==> config.mk <==
export PLATFORM = sky130hd
export DESIGN_NAME = song_sequencer
export DESIGN_NICKNAME = d
export VERILOG_FILES = /design/src/rtl/song_sequencer.sv
export SDC_FILE = /design/constraint.sdc
export NUM_CORES = 1
export LEC_CHECK = 0
export CAP_MARGIN = 20
export CORE_ASPECT_RATIO = 0.9
export CORE_MARGIN = 8
export CORE_UTILIZATION = 47
export CTS_CLUSTER_DIAMETER = 80
export DETAILED_ROUTE_END_ITERATION = 10
export PLACE_DENSITY = 0.82
export SYNTH_ARGS = -nofsm -noshare
export SYNTH_HDL_FRONTEND = slang
export SYNTH_SLANG_ARGS = --single-unit
==> constraint.sdc <==
create_clock -name clk -period 2.05 [get_ports clk]
set_input_delay 0.205 -clock clk [delete_from_list [all_inputs] [get_ports clk]]
set_output_delay 0.205 -clock clk [all_outputs]
set_load 0.02 [all_outputs]
==> src/rtl/song_sequencer.sv <==
// Autoplay sequencer: walks one song in ROM, launches one note at a time on the sound unit,
// and handles play/pause/skip/loop. Each launch waits for the unit's "over" flag and then a silent gap.
module song_sequencer #(
  parameter int OCT_W      = 2,
  parameter int NOTE_W     = 3,
  parameter int LEN_W      = 2,
  parameter int SONG_W     = 2,
  parameter int SPAN_LOG2  = 6,
  parameter int GAP_CYCLES = 16
) (
  input  logic                            clk,
  input  logic                            rst,
  input  logic                            en,
  input  logic                            play,
  input  logic                            pause,
  input  logic                            skip,
  input  logic                            loop,
  input  logic [SONG_W-1:0]               song_sel,
  output logic [SONG_W+SPAN_LOG2-1:0]     rom_addr,
  input  logic [OCT_W+NOTE_W+LEN_W:0]     rom_data,
  output logic                            snd_start,
  output logic [OCT_W-1:0]                snd_octave,
  output logic [NOTE_W-1:0]               snd_note,
  output logic [LEN_W-1:0]                snd_length,
  input  logic                            snd_over,
  output logic                            busy,
  output logic                            done,
  output logic [SPAN_LOG2-1:0]            note_idx
);

  localparam int CNT_W = (GAP_CYCLES > 1) ? $clog2(GAP_CYCLES) : 1;
  localparam logic [CNT_W-1:0] GAP_LOAD = CNT_W'(GAP_CYCLES - 1);

  typedef enum logic [2:0] {
    IDLE, FETCH, LOAD, START, PLAY, GAP, PAUSED, DONE
  } state_t;

  state_t              state, state_nx;
  logic [SONG_W-1:0]   song, song_nx;
  logic [SPAN_LOG2-1:0] idx, idx_nx;
  logic [CNT_W-1:0]    cnt, cnt_nx;
  logic                pend, pend_nx;
  logic                done_nx;
  logic [OCT_W-1:0]    oct_nx;
  logic [NOTE_W-1:0]   note_nx;
  logic [LEN_W-1:0]    len_nx;

  // ROM word layout: {end, octave, note, length}
  logic                rom_end;
  logic [OCT_W-1:0]    rom_oct;
  logic [NOTE_W-1:0]   rom_note;
  logic [LEN_W-1:0]    rom_len;
  logic                idx_last;

  assign rom_end  = rom_data[OCT_W+NOTE_W+LEN_W];
  assign rom_oct  = rom_data[NOTE_W+LEN_W +: OCT_W];
  assign rom_note = rom_data[LEN_W +: NOTE_W];
  assign rom_len  = rom_data[LEN_W-1:0];
  assign idx_last = &idx;

  assign rom_addr  = {song, idx};
  assign note_idx  = idx;
  assign snd_start = (state == START);
  assign busy      = (state != IDLE) && (state != DONE);

  always_comb begin
    state_nx = state;
    song_nx  = song;
    idx_nx   = idx;
    cnt_nx   = cnt;
    pend_nx  = pend;
    done_nx  = 1'b0;
    oct_nx   = snd_octave;
    note_nx  = snd_note;
    len_nx   = snd_length;
    if (!en) begin
      state_nx = IDLE;
      pend_nx  = 1'b0;
    end else begin
      case (state)
        IDLE, DONE: begin
          if (play) begin
            state_nx = FETCH;
            song_nx  = song_sel;
            idx_nx   = '0;
            pend_nx  = 1'b0;
          end
        end
        FETCH: begin
          if (pause) pend_nx = 1'b1;
          state_nx = LOAD;
        end
        LOAD: begin
          if (pause) pend_nx = 1'b1;
          if (rom_end) begin
            if (loop) begin
              idx_nx   = '0;
              state_nx = FETCH;
            end else begin
              state_nx = DONE;
              done_nx  = 1'b1;
              pend_nx  = 1'b0;
            end
          end else begin
            oct_nx   = rom_oct;
            note_nx  = rom_note;
            len_nx   = rom_len;
            state_nx = START;
          end
        end
        START: begin
          if (pause) pend_nx = 1'b1;
          state_nx = PLAY;
        end
        PLAY: begin
          // skip loses to pause; the sound unit is left to run out its note
          if (pause) pend_nx = 1'b1;
          if (snd_over || (skip && !pause)) begin
            state_nx = GAP;
            cnt_nx   = GAP_LOAD;
          end
        end
        GAP: begin
          if (pause) pend_nx = 1'b1;
          if (cnt == '0) begin
            if (idx_last && !loop) begin
              state_nx = DONE;
              done_nx  = 1'b1;
              pend_nx  = 1'b0;
            end else begin
              idx_nx = idx + 1'b1;
              if (pend || pause) begin
                state_nx = PAUSED;
                pend_nx  = 1'b0;
              end else begin
                state_nx = FETCH;
              end
            end
          end else if (skip && !pause) begin
            cnt_nx = '0;
          end else begin
            cnt_nx = cnt - 1'b1;
          end
        end
        PAUSED: begin
          if (!pause) begin
            if (skip) begin
              if (idx_last && !loop) begin
                state_nx = DONE;
                done_nx  = 1'b1;
              end else begin
                idx_nx = idx + 1'b1;
              end
            end else if (play) begin
              state_nx = FETCH;
            end
          end
        end
        default: state_nx = IDLE;
      endcase
    end
  end

  always_ff @(posedge clk) begin
    if (rst) begin
      state      <= IDLE;
      song       <= '0;
      idx        <= '0;
      cnt        <= '0;
      pend       <= 1'b0;
      done       <= 1'b0;
      snd_octave <= '0;
      snd_note   <= '0;
      snd_length <= '0;
    end else begin
      state      <= state_nx;
      song       <= song_nx;
      idx        <= idx_nx;
      cnt        <= cnt_nx;
      pend       <= pend_nx;
      done       <= done_nx;
      snd_octave <= oct_nx;
      snd_note   <= note_nx;
      snd_length <= len_nx;
    end
  end

endmodule

==> out/results.txt, run 1 <==
The horizontal die dimension is 75.0 um. Clock sink total: 24. Of all cell types, the one taking the most synthesized area is sky130_fd_sc_hd__dfxtp_1. The fraction of the core area covered by cells at the end of the flow was 66.6%; the height of the die was 69.1 um. Counting every instance in the synthesized netlist gives 176.

In this run the worst path has a maximum fanout of 12. The run gives 1505 as the number of global-route vias before repair. TritonCTS built the clock tree. The area growth from synthesis to layout is 36.4%. The run gives 0 as the number of hold violations in the final report.

The vias per cell works out to 5.60. The filler cells instantiated in the layout total 248. In this run the tool buffered the top-level ports with 41 buffer cells. The final-stage net count was 241. The tools report the number of nets in the synthesized netlist as 196. In the post-synthesis netlist, the biggest area contributors are sky130_fd_sc_hd__dfxtp_1 (33%), sky130_fd_sc_hd__mux2i_1 (8.1%), sky130_fd_sc_hd__nor2_1 (6.4%), sky130_fd_sc_hd__buf_4 (4.1%), sky130_fd_sc_hd__nand2_1 (3.1%). Of the synthesized area, sequential elements account for 32.6%. The class of the tightest hold or removal check is in -> reg. For the pin with the worst max-slew slack, the measured transition is 0.462 ns. The routed design has 4.15 mm of wire. Entering global routing, the biggest net connects 15 pins.

The mean instance size in the synthesized netlist came out at 8.37 um^2. Setup violations remaining at the end of the flow were counted as 0. Final critical-path share of the clock period: 95.7%.

CTS placed an instance of sky130_fd_sc_hd__clkbuf_4 at the clock tree root. The tool flagged a number of max-cap violations equal to 0. The power per unit of standard cell area was 481 nW/um^2.

The die covers 5190 um^2. Setup slack of the most critical reg-to-reg path: 0.10 ns. The flow ran to the end, and the final reports show no timing, DRC or antenna violations. Setup repair after global routing left no endpoint under its margin. Global routing used 16.4% of the available tracks.

The startpoint identified for the worst register-to-register timing path is cnt[0]. In the synthesized netlist the async set-or-reset flop fraction comes to 0%. Total I/O pin count: 42.

In this run the tightest slew margin relative to its limit is 69.1%. After global routing the overflow that remains totals 0. On the final layout, the worst clock skew is 0.00869 ns. The leakage dissipation is 0.855 nW. Yosys printed 0 warnings. The max-slew violation count was 0; the DRC marker count from the first detailed-route iteration was 65.

In the final layout, the share of cells above drive strength 1 is 11.8%. Total DRC errors in the routed layout: 0. The clock passes through at most 2 buffers.

The tools report the initial antenna violation count as 0. Synthesis inferred 24 register bits. The congestion estimate from routability-driven global placement came to 0.959. Timing would allow up to 510 MHz.

Clock latency on the worst-skew pair, taken at its later pin, is 0.32 ns. The tools report the capture point of the worst reg-to-reg path as note_idx[5]. Summing all placed instances gives a cell area of 1960 um^2. Dividing the detail-routed wire length by the instance count gives 15.8 um. The post-route setup TNS was 0 ns; the total core area was 3020 um^2. The kind of start point of the critical path is a flop.

Hold repair after CTS inserted 0 buffers. Among all flip-flop cells after synthesis, the most frequent one is sky130_fd_sc_hd__dfxtp_1. Summed over all nets, the half-perimeter wirelength after detailed placement is 3.17 mm.

After clock tree synthesis, the clock-pin slew on the worst setup and hold paths is 0.15 ns. For the via count, the log shows 1468. The CTS buffer count was 3. The first global-routing pass estimated 7.02 mm of wire. In this run, synthesis inferred 0 flip-flops with an integrated enable. For the area of the mapped netlist, the log shows 1470 um^2. The total number of H-tree levels is 1, and the critical path arrival is 1.76 ns.

The capturing instance or port of the critical path is snd_start. The data required time of the critical path was 1.85 ns. Peak ir drop on the vdd network: 317 uV. The synthesized netlist contains 42 unique library cells. The run gives 48.8% as the initial core utilization. The type of the setup path with the least slack was reg -> out.

The tools report the endpoint kind of the worst setup timing path as an output pin. The routed design could run at a clock period as short as 1.96 ns. The number of antenna-violating nets in the routed design is 0. After synthesis, the largest area contributor takes up 32.6% of total cell area. The worst reg-to-reg path cell count is 8, and the total inserted antenna cells is 0. The floorplan has 19 rows.

The worst hold path was traced through 3 stages. The cell area after layout was 2010 um^2. The run gives 4 as the first-pass iteration count of the detailed router. The launch point of the worst path was state[1].
[synthesized netlist by cell type (2+ instances only)]
library cell	count
sky130_fd_sc_hd__a21oi_1	7
sky130_fd_sc_hd__a32o_1	4
sky130_fd_sc_hd__and2_1	3
sky130_fd_sc_hd__and3_1	4
sky130_fd_sc_hd__and3b_1	2
sky130_fd_sc_hd__buf_2	2
sky130_fd_sc_hd__buf_4	8
sky130_fd_sc_hd__clkbuf_1	6
sky130_fd_sc_hd__dfxtp_1	24
sky130_fd_sc_hd__ha_1	2
sky130_fd_sc_hd__inv_1	4
sky130_fd_sc_hd__mux2i_1	12
sky130_fd_sc_hd__nand2_1	12
sky130_fd_sc_hd__nand2b_1	4
sky130_fd_sc_hd__nand3_1	5
sky130_fd_sc_hd__nand3b_1	4
sky130_fd_sc_hd__nor2_1	25
sky130_fd_sc_hd__nor2b_1	6
sky130_fd_sc_hd__nor3_1	3
sky130_fd_sc_hd__nor3b_1	3
sky130_fd_sc_hd__o21a_1	2
sky130_fd_sc_hd__o21ai_0	6
sky130_fd_sc_hd__o21ai_1	5
sky130_fd_sc_hd__o221ai_1	2
sky130_fd_sc_hd__o311a_1	2
sky130_fd_sc_hd__o31ai_1	3
[worst min path at each step]
| stage | start | end | slack, ns |
|---|---|---|---|
| floorplan | en | state[0] | 0.35 |
| global placement | snd_note[0] | snd_note[0] | 0.48 |
| detailed placement | snd_length[0] | snd_length[0] | 0.49 |
| CTS | rom_data[0] | snd_length[0] | 0.47 |
| global route | rom_data[0] | snd_length[0] | 0.48 |
| finish | rom_data[0] | snd_length[0] | 0.48 |
[per-stage QoR]
step,total power [W],cells,setup WS [ns],hold WS [ns]
3_3_place_gp,0.000623,258,0.0855,0.477
5_1_grt,0.00101,262,0.00252,0.479
2_1_floorplan,0.000553,176,0.195,0.345
6_report,0.000967,262,0.0886,0.477
3_5_place_dp,0.000624,258,0.0914,0.487
4_1_cts,0.000971,262,0.0902,0.469
[critical path, stage by stage, from the launching register on]
cell and delay (ns):
sky130_fd_sc_hd__dfxtp_2 0.48, sky130_fd_sc_hd__buf_4 0.20, sky130_fd_sc_hd__nand2_1 0.06, sky130_fd_sc_hd__nor2_1 0.09
sky130_fd_sc_hd__clkdlybuf4s50_1 0.61
[cells by family (layout without fill, tap and decap cells)]
group | count (synthesis) | in the layout | synth area share [%]
XOR/XNOR | 1 | 1 | 0.594
multiplexers | 12 | 12 | 8.15
AND/OR/NAND/NOR | 78 | 78 | 28.9
flip-flops | 24 | 24 | 32.6
buffers and inverters | 20 | 64 | 7.30
AO/OA/AOI/OAI | 39 | 39 | 20.8
adder cells (fa/ha/maj) | 2 | 2 | 1.70
[report_power, final]
part           internal [W]  switching [W]  leakage [nW]
registers          0.000472     0.00000657         0.195
clock network      0.000197       0.000155        0.0279
logic             0.0000730      0.0000636         0.632
total              0.000742       0.000225         0.855
[sequential cells by signal (all words and copies together) (netlist names)]
name / count
note_idx: 6
cnt: 4
snd_note: 3
state: 3
snd_length: 2
snd_octave: 2
song: 2
done: 1
pend: 1
[placed cells by master (no fill, tap or decap), types with 2 or more instances in the layout]
| master | instances |
|---|---|
| sky130_fd_sc_hd__nor3_1 | 3 |
| sky130_fd_sc_hd__o311a_1 | 2 |
| sky130_fd_sc_hd__mux2i_1 | 12 |
| sky130_fd_sc_hd__o221ai_1 | 2 |
| sky130_fd_sc_hd__dfxtp_1 | 22 |
| sky130_fd_sc_hd__clkbuf_4 | 3 |
| sky130_fd_sc_hd__o21ai_1 | 5 |
| sky130_fd_sc_hd__and3b_1 | 2 |
| sky130_fd_sc_hd__clkdlybuf4s50_1 | 40 |
| sky130_fd_sc_hd__buf_4 | 15 |
| sky130_fd_sc_hd__nand3_1 | 5 |
| sky130_fd_sc_hd__and2_1 | 3 |
| sky130_fd_sc_hd__nor2b_1 | 6 |
| sky130_fd_sc_hd__nor2_1 | 25 |
| sky130_fd_sc_hd__a21oi_1 | 7 |
| sky130_fd_sc_hd__nand3b_1 | 4 |
| sky130_fd_sc_hd__ha_1 | 2 |
| sky130_fd_sc_hd__o31ai_1 | 3 |
| sky130_fd_sc_hd__nand2b_1 | 4 |
| sky130_fd_sc_hd__and3_1 | 4 |
| sky130_fd_sc_hd__o21a_1 | 2 |
| sky130_fd_sc_hd__nand2_1 | 12 |
| sky130_fd_sc_hd__dfxtp_2 | 2 |
| sky130_fd_sc_hd__nor3b_1 | 3 |
| sky130_fd_sc_hd__inv_1 | 4 |
| sky130_fd_sc_hd__o21ai_0 | 6 |
| sky130_fd_sc_hd__a32o_1 | 4 |
[what timing repair did]
action	4_1_cts	5_1_grt
buffers inserted	0	0
setup endpoints to repair	2	0
gates resized for setup	3	0
[metal layers]
metal | up-vias | routed length [um] | track usage (%)
met3 | 5 | 302 | 4.19
met2 | 60 | 2040 | 27.1
met4 | 0 | 31 | 3.04
met1 | 689 | 1780 | 20.4
met5 | - | 0 | 0
li1 | 714 | - | -
[final cells by class]
cell class / instances / area (um^2) / area share [%]
inverters: 4 / 15.0 / 0.747
clock buffers: 3 / 22.5 / 1.12
repair buffers: 56 / 522 / 25.9
well taps: 42 / 52.6 / 2.61
multi-input cells: 132 / 886 / 44.1
clock inverters: 1 / 30.0 / 1.49
flip-flops and latches: 24 / 483 / 24.0
No activity file was read; power rests on OpenSTA's default activity.
==> inputs of run 2 (changes only) <==
Settings changed: ABC_AREA from default to 1, CORE_UTILIZATION 47 to 48, PLACE_DENSITY 0.82 to 0.83.
==> run 2 against run 1 <==
  * Wire length shrank 13%
  * Die area grew 0.57%
  * Largest cell class unchanged
  * Synthesized cell count grew 30%
  * Clock-buffer cell count is the same
  * Clock power shrank 3%
  * Clock skew is essentially flat
  * Sequential share of layout area grew 0.53 points
==> out/results.txt, run 2 <==
For the number of global-route vias before repair, the log shows 1404. After the last flow step, the layout net total stands at 286. Dominant cell type by area after synthesis: sky130_fd_sc_hd__dfxtp_1.

After routing the design area is 1970 um^2. Entering global routing, the biggest net connects 16 pins. Sorting the synthesized cells by how often they occur yields sky130_fd_sc_hd__nor2_1 (49), sky130_fd_sc_hd__nand2_1 (43), sky130_fd_sc_hd__dfxtp_1 (24).

The synthesized design contains 0 enable-type register cells. The max-slew violation count is 0, and the height of the die is 69.3 um. The total core area is 3040 um^2, and the post-CTS setup repair buffer count is 0.

For this block, the initial DRC count from the detailed router was 100. Clock tree synthesis inserted a total of 3 buffers. Leaving out fill and tap cells, the most frequent cell in the layout is sky130_fd_sc_hd__nor2_1. At the pin with the least slew margin, the transition time is 0.386 ns.

By area the synthesized netlist is led by sky130_fd_sc_hd__dfxtp_1 (32%), sky130_fd_sc_hd__nor2_1 (12%), sky130_fd_sc_hd__nand2_1 (11%), sky130_fd_sc_hd__nand3_1 (7.3%), sky130_fd_sc_hd__inv_1 (5.7%). The first global-routing pass estimated 6.07 mm of wire. The worst setup path is captured at an output pin. The run gives 0 as the initial antenna violation count. The kind of start point of the critical path was a flop.

Wires add up to 3.62 mm. In this run the remaining antenna-violating nets after routing total 0. Summing over every cut layer, the via total after detailed routing is 1562. For the total of fill cells in the finished design, the log shows 300.

Dividing total power by cell area gives a power density of 520 nW/um^2. The async set-or-reset flop fraction in the synthesized netlist was 0%; the cell count after placement was 303. For the final routed database, the setup TNS stands at 0 ns. After clock tree synthesis, the clock-pin slew on the worst setup and hold paths is 0.14 ns. The vias per cell is 5.09. The initialized floorplan defines 19 standard-cell rows.

Relative to the synthesized area, the layout overhead comes to 29.7%. For this configuration, the core starts out at a cell density of 49.8%. The logs give 1 for the total number of H-tree levels and 2 for the number of buffers between clock root and the deepest sink. Across all register-to-register paths, the minimum setup slack is 0.30 ns. sky130_fd_sc_hd__nor2_1 is the most common cell in the netlist.

Counting flops and latches in the post-synthesis netlist gives 24. The run gives 1520 um^2 as the area of the mapped netlist. The setup path with the least slack is of type reg -> out. When the netlist entered floorplanning its net count stood at 249. After detailed placement, the total cell area comes to 1910 um^2. The horizontal die dimension is 75.2 um. Number of standard cells in the layout, taps in and fillers out: 307. At the worst endpoint, the required time is 1.85 ns.

TritonCTS built the clock tree. For this run, the leading register cell type out of synthesis is sky130_fd_sc_hd__dfxtp_1. Data on the critical path arrives at its endpoint at 1.71 ns. For this run, the top clock speed supported by timing is 523 MHz. For the worst-case clock skew, the log shows 0.00826 ns. The leakage dissipation was 0.883 nW. Of all nets on the critical path, the largest fanout is 11. The mean routed wirelength per cell is 11.8 um.

For the yosys synthesis warning count, the log shows 0. Sequential elements use 31.7% of the synthesized area. Dividing the synthesized area by the synthesized cell count gives 6.62 um^2. For the clock latency of the later-clocked register in the worst-skew pair, the log shows 0.32 ns.

Summed over all layers, the global routing overflow is 0. The clock root buffer master is sky130_fd_sc_hd__clkbuf_4. The proportion of netlist area held by the largest area contributor came out at 31.7%. The number of buffer cells added on primary ports is 41, and the final critical-path required period is 1.91 ns.

The tightest min-delay check is of the in -> reg type. Synthesis instantiated 27 different standard cells from the library. The number of flip-flops under the largest register name is 6, and the area of the die is 5220 um^2. In the final layout, the multi-input gates occupy 857 um^2. The logs give 4 for the first-pass iteration count of the detailed router and 0 for the total DRC errors in the routed layout. The peak ir drop on the vdd network is 381 uV. The worst pin sits at a relative slew slack of 74.2%.

The total inserted antenna cells was 0. Setup repair after global routing left no endpoint under its margin. For the number of hold violations in the final report, the log shows 0. The top cell types in the final layout, fill and taps aside, are sky130_fd_sc_hd__nor2_1 (49), sky130_fd_sc_hd__nand2_1 (43), sky130_fd_sc_hd__clkdlybuf4s50_1 (41), sky130_fd_sc_hd__inv_1 (23).

The total routing resource utilization after global routing came out at 14.4%. For the reported max-cap violation count, the log shows 0. The flow ran to the end, and the final reports show no timing, DRC or antenna violations.

The fraction of layout instances using a drive strength above 1 works out to 9.81%. HPWL after detailed placement: 2.86 mm. For the global placement routability congestion, the log shows 0.940. Counting every instance in the synthesized netlist gives 229. Setup violations remaining at the end of the flow were counted as 0.

Pin placement for this block handled 42 I/O pins. The clock sink total was 24. The worst path uses 93.2% of the clock period. The tools report the flip-flop and latch area as 483 um^2.
## run 2: cell count changes after synthesis, moves of 6 or more
cell	delta
sky130_fd_sc_hd__o21ai_0	+9
sky130_fd_sc_hd__a21oi_1	+6
sky130_fd_sc_hd__mux2i_1	-12
sky130_fd_sc_hd__nor2b_1	-6
sky130_fd_sc_hd__nor2_1	+24
sky130_fd_sc_hd__nand2_1	+31
sky130_fd_sc_hd__nand3_1	+17
sky130_fd_sc_hd__inv_1	+19
## run 2: area by class of cell
class                           instances  share of cell area, %
Clock inverter                          1                   1.53
Multi-Input combinational cell        167                   43.6
Tap cell                               42                   2.67
Timing Repair Buffer                   41                   20.9
Clock buffer                            3                   1.15
Sequential cell                        24                   24.6
Inverter                               29                   5.66
## run 2: stage by stage
step	total power [W]	hold WS, ns	util (%)	setup slack (ns)
6_report	0.00102	0.491	64.6	0.140
5_1_grt	0.00108	0.482	64.6	0.0588
4_1_cts	0.00103	0.482	64.6	0.0107
3_5_place_dp	0.000690	0.471	62.8	0.343
3_3_place_gp	0.000687	0.460	62.8	0.341
2_1_floorplan	0.000612	0.272	-	0.417
## run 2: worst paths after layout
check,startpoint,endpoint,cells after the start
worst min register to register,snd_octave[1],snd_octave[1],2
worst min-delay path,rom_data[2],snd_note[0],3
worst max register to register,note_idx[1],state[1],10
worst max-delay path,state[2],busy,4
## run 2: layer usage
metal | vias to the layer above | share of wire [%] | global-route usage, %
li1 | 800 | - | -
met1 | 692 | 43 | 18.2
met2 | 57 | 45 | 21.3
met3 | 13 | 9.2 | 4.91
met4 | 0 | 2.7 | 5.97
met5 | - | 0 | 0
## run 2: critical path, stage by stage, from the launching register on
cell,delay (ns)
sky130_fd_sc_hd__dfxtp_2,0.50
sky130_fd_sc_hd__inv_2,0.11
sky130_fd_sc_hd__o21ai_1,0.17
sky130_fd_sc_hd__nand2_1,0.08
sky130_fd_sc_hd__clkdlybuf4s50_1,0.54
## run 2: timing repair
| action | 4_1_cts | 5_1_grt |
|---|---|---|
| cloned | 0 | 0 |
| resized for setup | 1 | 1 |
| hold buffers | 0 | 0 |
| endpoints found under the setup margin | 1 | 2 |
## run 2: logic make-up after synthesis
kind of cell	Yosys count	share of synthesized area, %
compound gates	30	9.98
flops	24	31.7
simple gates	133	43.7
xor+xnor	2	1.16
fa+ha+maj	2	1.65
buf+inv	38	11.8
## run 2: power by group
group	total, W	internal, W	switching [W]
sequential	0.000492	0.000479	0.0000131
clock	0.000343	0.000198	0.000145
combinational	0.000188	0.0000878	0.0000999
total	0.00102	0.000764	0.000258
==> inputs of run 3 (changes only) <==
Settings changed: CORE_UTILIZATION 48 to 45, PLACE_DENSITY 0.83 to 0.79.
==> run 3 against run 2 <==
  * Critical path type unchanged
  * Worst setup slack worse by 0.055 ns
  * Critical path depth down 1
  * Sequential share of layout area down 0.31 points
  * Sequential cell count unchanged
  * Total power up 7.2%
  * Combinational power about the same
  * Final cell count up 0.65%
  * Utilization down 4.5 points
  * Non-clock buffer count unchanged
  * Wire length up 0.44%
  * Clock-buffer cell count unchanged
  * Hold slack about the same
==> out/results.txt, run 3 (same netlist as run 2, synthesis figures left out) <==
Along the worst path, the maximum fanout reaches 9. Routed signal wires occupy layers up through met4. Clock latency of the later-clocked register in the worst-skew pair: 0.27 ns. TritonCTS built the clock tree. The initial core utilization came out at 45.9%. The worst path meets setup with 0.0846 ns of slack. The fraction of layout instances using a drive strength above 1 came out at 9.43%. In this run, the clock network consumes 38.1% of the power.

The tools report the pre-CTS worst setup slack as 0.347 ns. The number of buffer cells added on primary ports works out to 41. The final critical-path share of the clock period works out to 95.9%. The run gives 0 as the sum of overflow across all layers after global routing. The total number of H-tree levels was 1; the setup slack of the most critical reg-to-reg path was 0.31 ns.

The die is 71.1 um tall. Entering global routing, the biggest net connects 16 pins. Internal power comes to 0.000827 W. The run gives 0 as the max-slew violation count.

The class of the tightest hold or removal check is reg -> reg. After detailed routing, the number of remaining DRC violations is 0. Setup repair after global routing left no endpoint under its margin. The tools report the clock root buffer master as sky130_fd_sc_hd__clkbuf_8.

Leaving out fill and tap cells, the most frequent cells in the layout are sky130_fd_sc_hd__nor2_1 (49), sky130_fd_sc_hd__nand2_1 (43), sky130_fd_sc_hd__clkdlybuf4s50_1 (41), sky130_fd_sc_hd__inv_1 (23), sky130_fd_sc_hd__dfxtp_1 (23). For this run, the top clock speed supported by timing is 509 MHz. In this run the power spent charging and discharging nets is 0.000270 W.

For the post-CTS setup repair buffer count, the log shows 0. The number of antenna-violating nets in the routed design came out at 0. Measured against its own limit, the worst slew margin works out to 73.4%. The number of hold violations in the final report is 0. No sink is reached through more buffers than the 2 on the longest clock path.

The clock sink total is 24. The congestion estimate from routability-driven global placement came to 0.914. The reported max-cap violation count came out at 0.

Dividing the detail-routed wire length by the instance count gives 11.8 um. In this run, flip-flops and latches consume 44.8% of the power. The initial antenna violation count was 0. The critical path starts at state[0]. The number of standard cells in the layout, taps in and fillers out was 309; the vias per cell was 5.01. IR analysis of the VDD net gives a maximum drop of 373 uV. The register with the most flip-flops in the layout has 6 of them. The slew at the pin closest to its max-slew limit works out to 0.398 ns. The library cell used most frequently in the layout, excluding fill and tap cells, is sky130_fd_sc_hd__nor2_1.

The first-pass iteration count of the detailed router was 5; the number of global-route vias before repair was 1408. The flow ran to the end, and the final reports show no timing, DRC or antenna violations. The switching share of power was 24.6%. After clock tree synthesis, the clock-pin slew on the worst setup and hold paths is 0.09 ns.

For the cell count after placement, the log shows 305. The routed design has 3.64 mm of wire. The logs give 42 for the total I/O pin count and 1548 for the via count. Total routing resource utilization after global routing: 13.4%. 0 antenna diodes ended up in the layout. The final critical-path required period is 1.97 ns, and the first-pass GRT wire length is 6.14 mm. In this run the most critical hold path is launched from snd_octave[1]. The die covers 5490 um^2. In the detailed route, the total length drawn on met2 is 1.58 mm.

Measured along the x axis, the die boundary spans 77.2 um. The core region is 3300 um^2. Layout-stage area growth over the synthesis result: 31.0%. The type of the setup path with the least slack is reg -> out. For this block, wires on met1 add up to 1.68 mm.

Number of failing setup endpoints in the final timing report: 0. STA classifies the critical path endpoint as an output pin. The logs give 1.85 ns for the data required time of the critical path and 1.76 ns for the critical path arrival. Reg-to-reg startpoint: note_idx[0]. The final-stage net count was 286; the DRC marker count from the first detailed-route iteration was 168.

In the detailed route, the total length drawn on met3 is 321 um. Summed over all failing endpoints, the final setup total negative slack is 0 ns. The logs give 2.85 mm for the HPWL after detailed placement and 0.00449 ns for the worst-case clock skew. The logs give 3 for the CTS buffer count and 0.890 nW for the leakage dissipation. STA classifies the critical path startpoint as a flop.

For the proportion of power drawn by combinational gates, the log shows 17.0%. The floorplan has 20 rows. For this design the ratio of total power to cell area is 552 nW/um^2.
run 3: cell types whose count changed in the layout (fill, tap and decap cells not counted):
cell	previous run	this run
sky130_fd_sc_hd__dfxtp_2	2	1
sky130_fd_sc_hd__dfxtp_1	22	23
sky130_fd_sc_hd__clkbuf_8	0	3
sky130_fd_sc_hd__clkbuf_4	3	0
run 3: path summary, 6_finish.rpt:
path / end / depth (start not counted)
worst max-delay path: snd_start / 3
worst min-delay path: snd_octave[1] / 2
worst max register to register: state[2] / 10
worst min register to register: snd_octave[1] / 2
run 3: power groups by stage:
stage	clock network (W)	logic [W]	registers [W]
after global routing	0.000451	0.000207	0.000494
final	0.000418	0.000187	0.000492
after global placement	0	0.000187	0.000502
after CTS	0.000430	0.000188	0.000491
after detailed placement	0	0.000187	0.000502
after floorplan	0	0.000103	0.000509
run 3: per-stage QoR:
step	util [%]	instance area (um^2)	total power, W	hold WS [ns]
global placement	58.0	1910	0.000690	0.461
floorplan	-	1520	0.000612	0.272
finish	60.2	1990	0.00110	0.492
CTS	60.1	1990	0.00111	0.493
detailed placement	58.0	1910	0.000689	0.473
global route	60.2	1990	0.00115	0.522
run 3: routing by layer:
metal | track usage (%) | vias up
li1 | - | 799
met1 | 16.4 | 674
met2 | 20.7 | 69
met3 | 4.81 | 6
met4 | 5.44 | 0
met5 | 0 | -
run 3: cell type report:
type	instances	area, um^2
clock inverter	1	30.0
clock buffer	3	41.3
multi-input combinational	167	857
timing repair buffer	41	410
inverter	29	111
tap	44	55.1
sequential	24	482
fill	323	1320
run 3: repair_timing:
item                       in CTS  in global routing
setup endpoints to repair       0                  1
hold buffers                    0                  0
gates resized for setup         0                  1
run 3: worst max-delay path: stages (launching register included):
cell                              delay [ns]
sky130_fd_sc_hd__dfxtp_1                0.57
sky130_fd_sc_hd__nand2_1                0.14
sky130_fd_sc_hd__nor2_1                 0.16
sky130_fd_sc_hd__clkdlybuf4s50_1        0.62
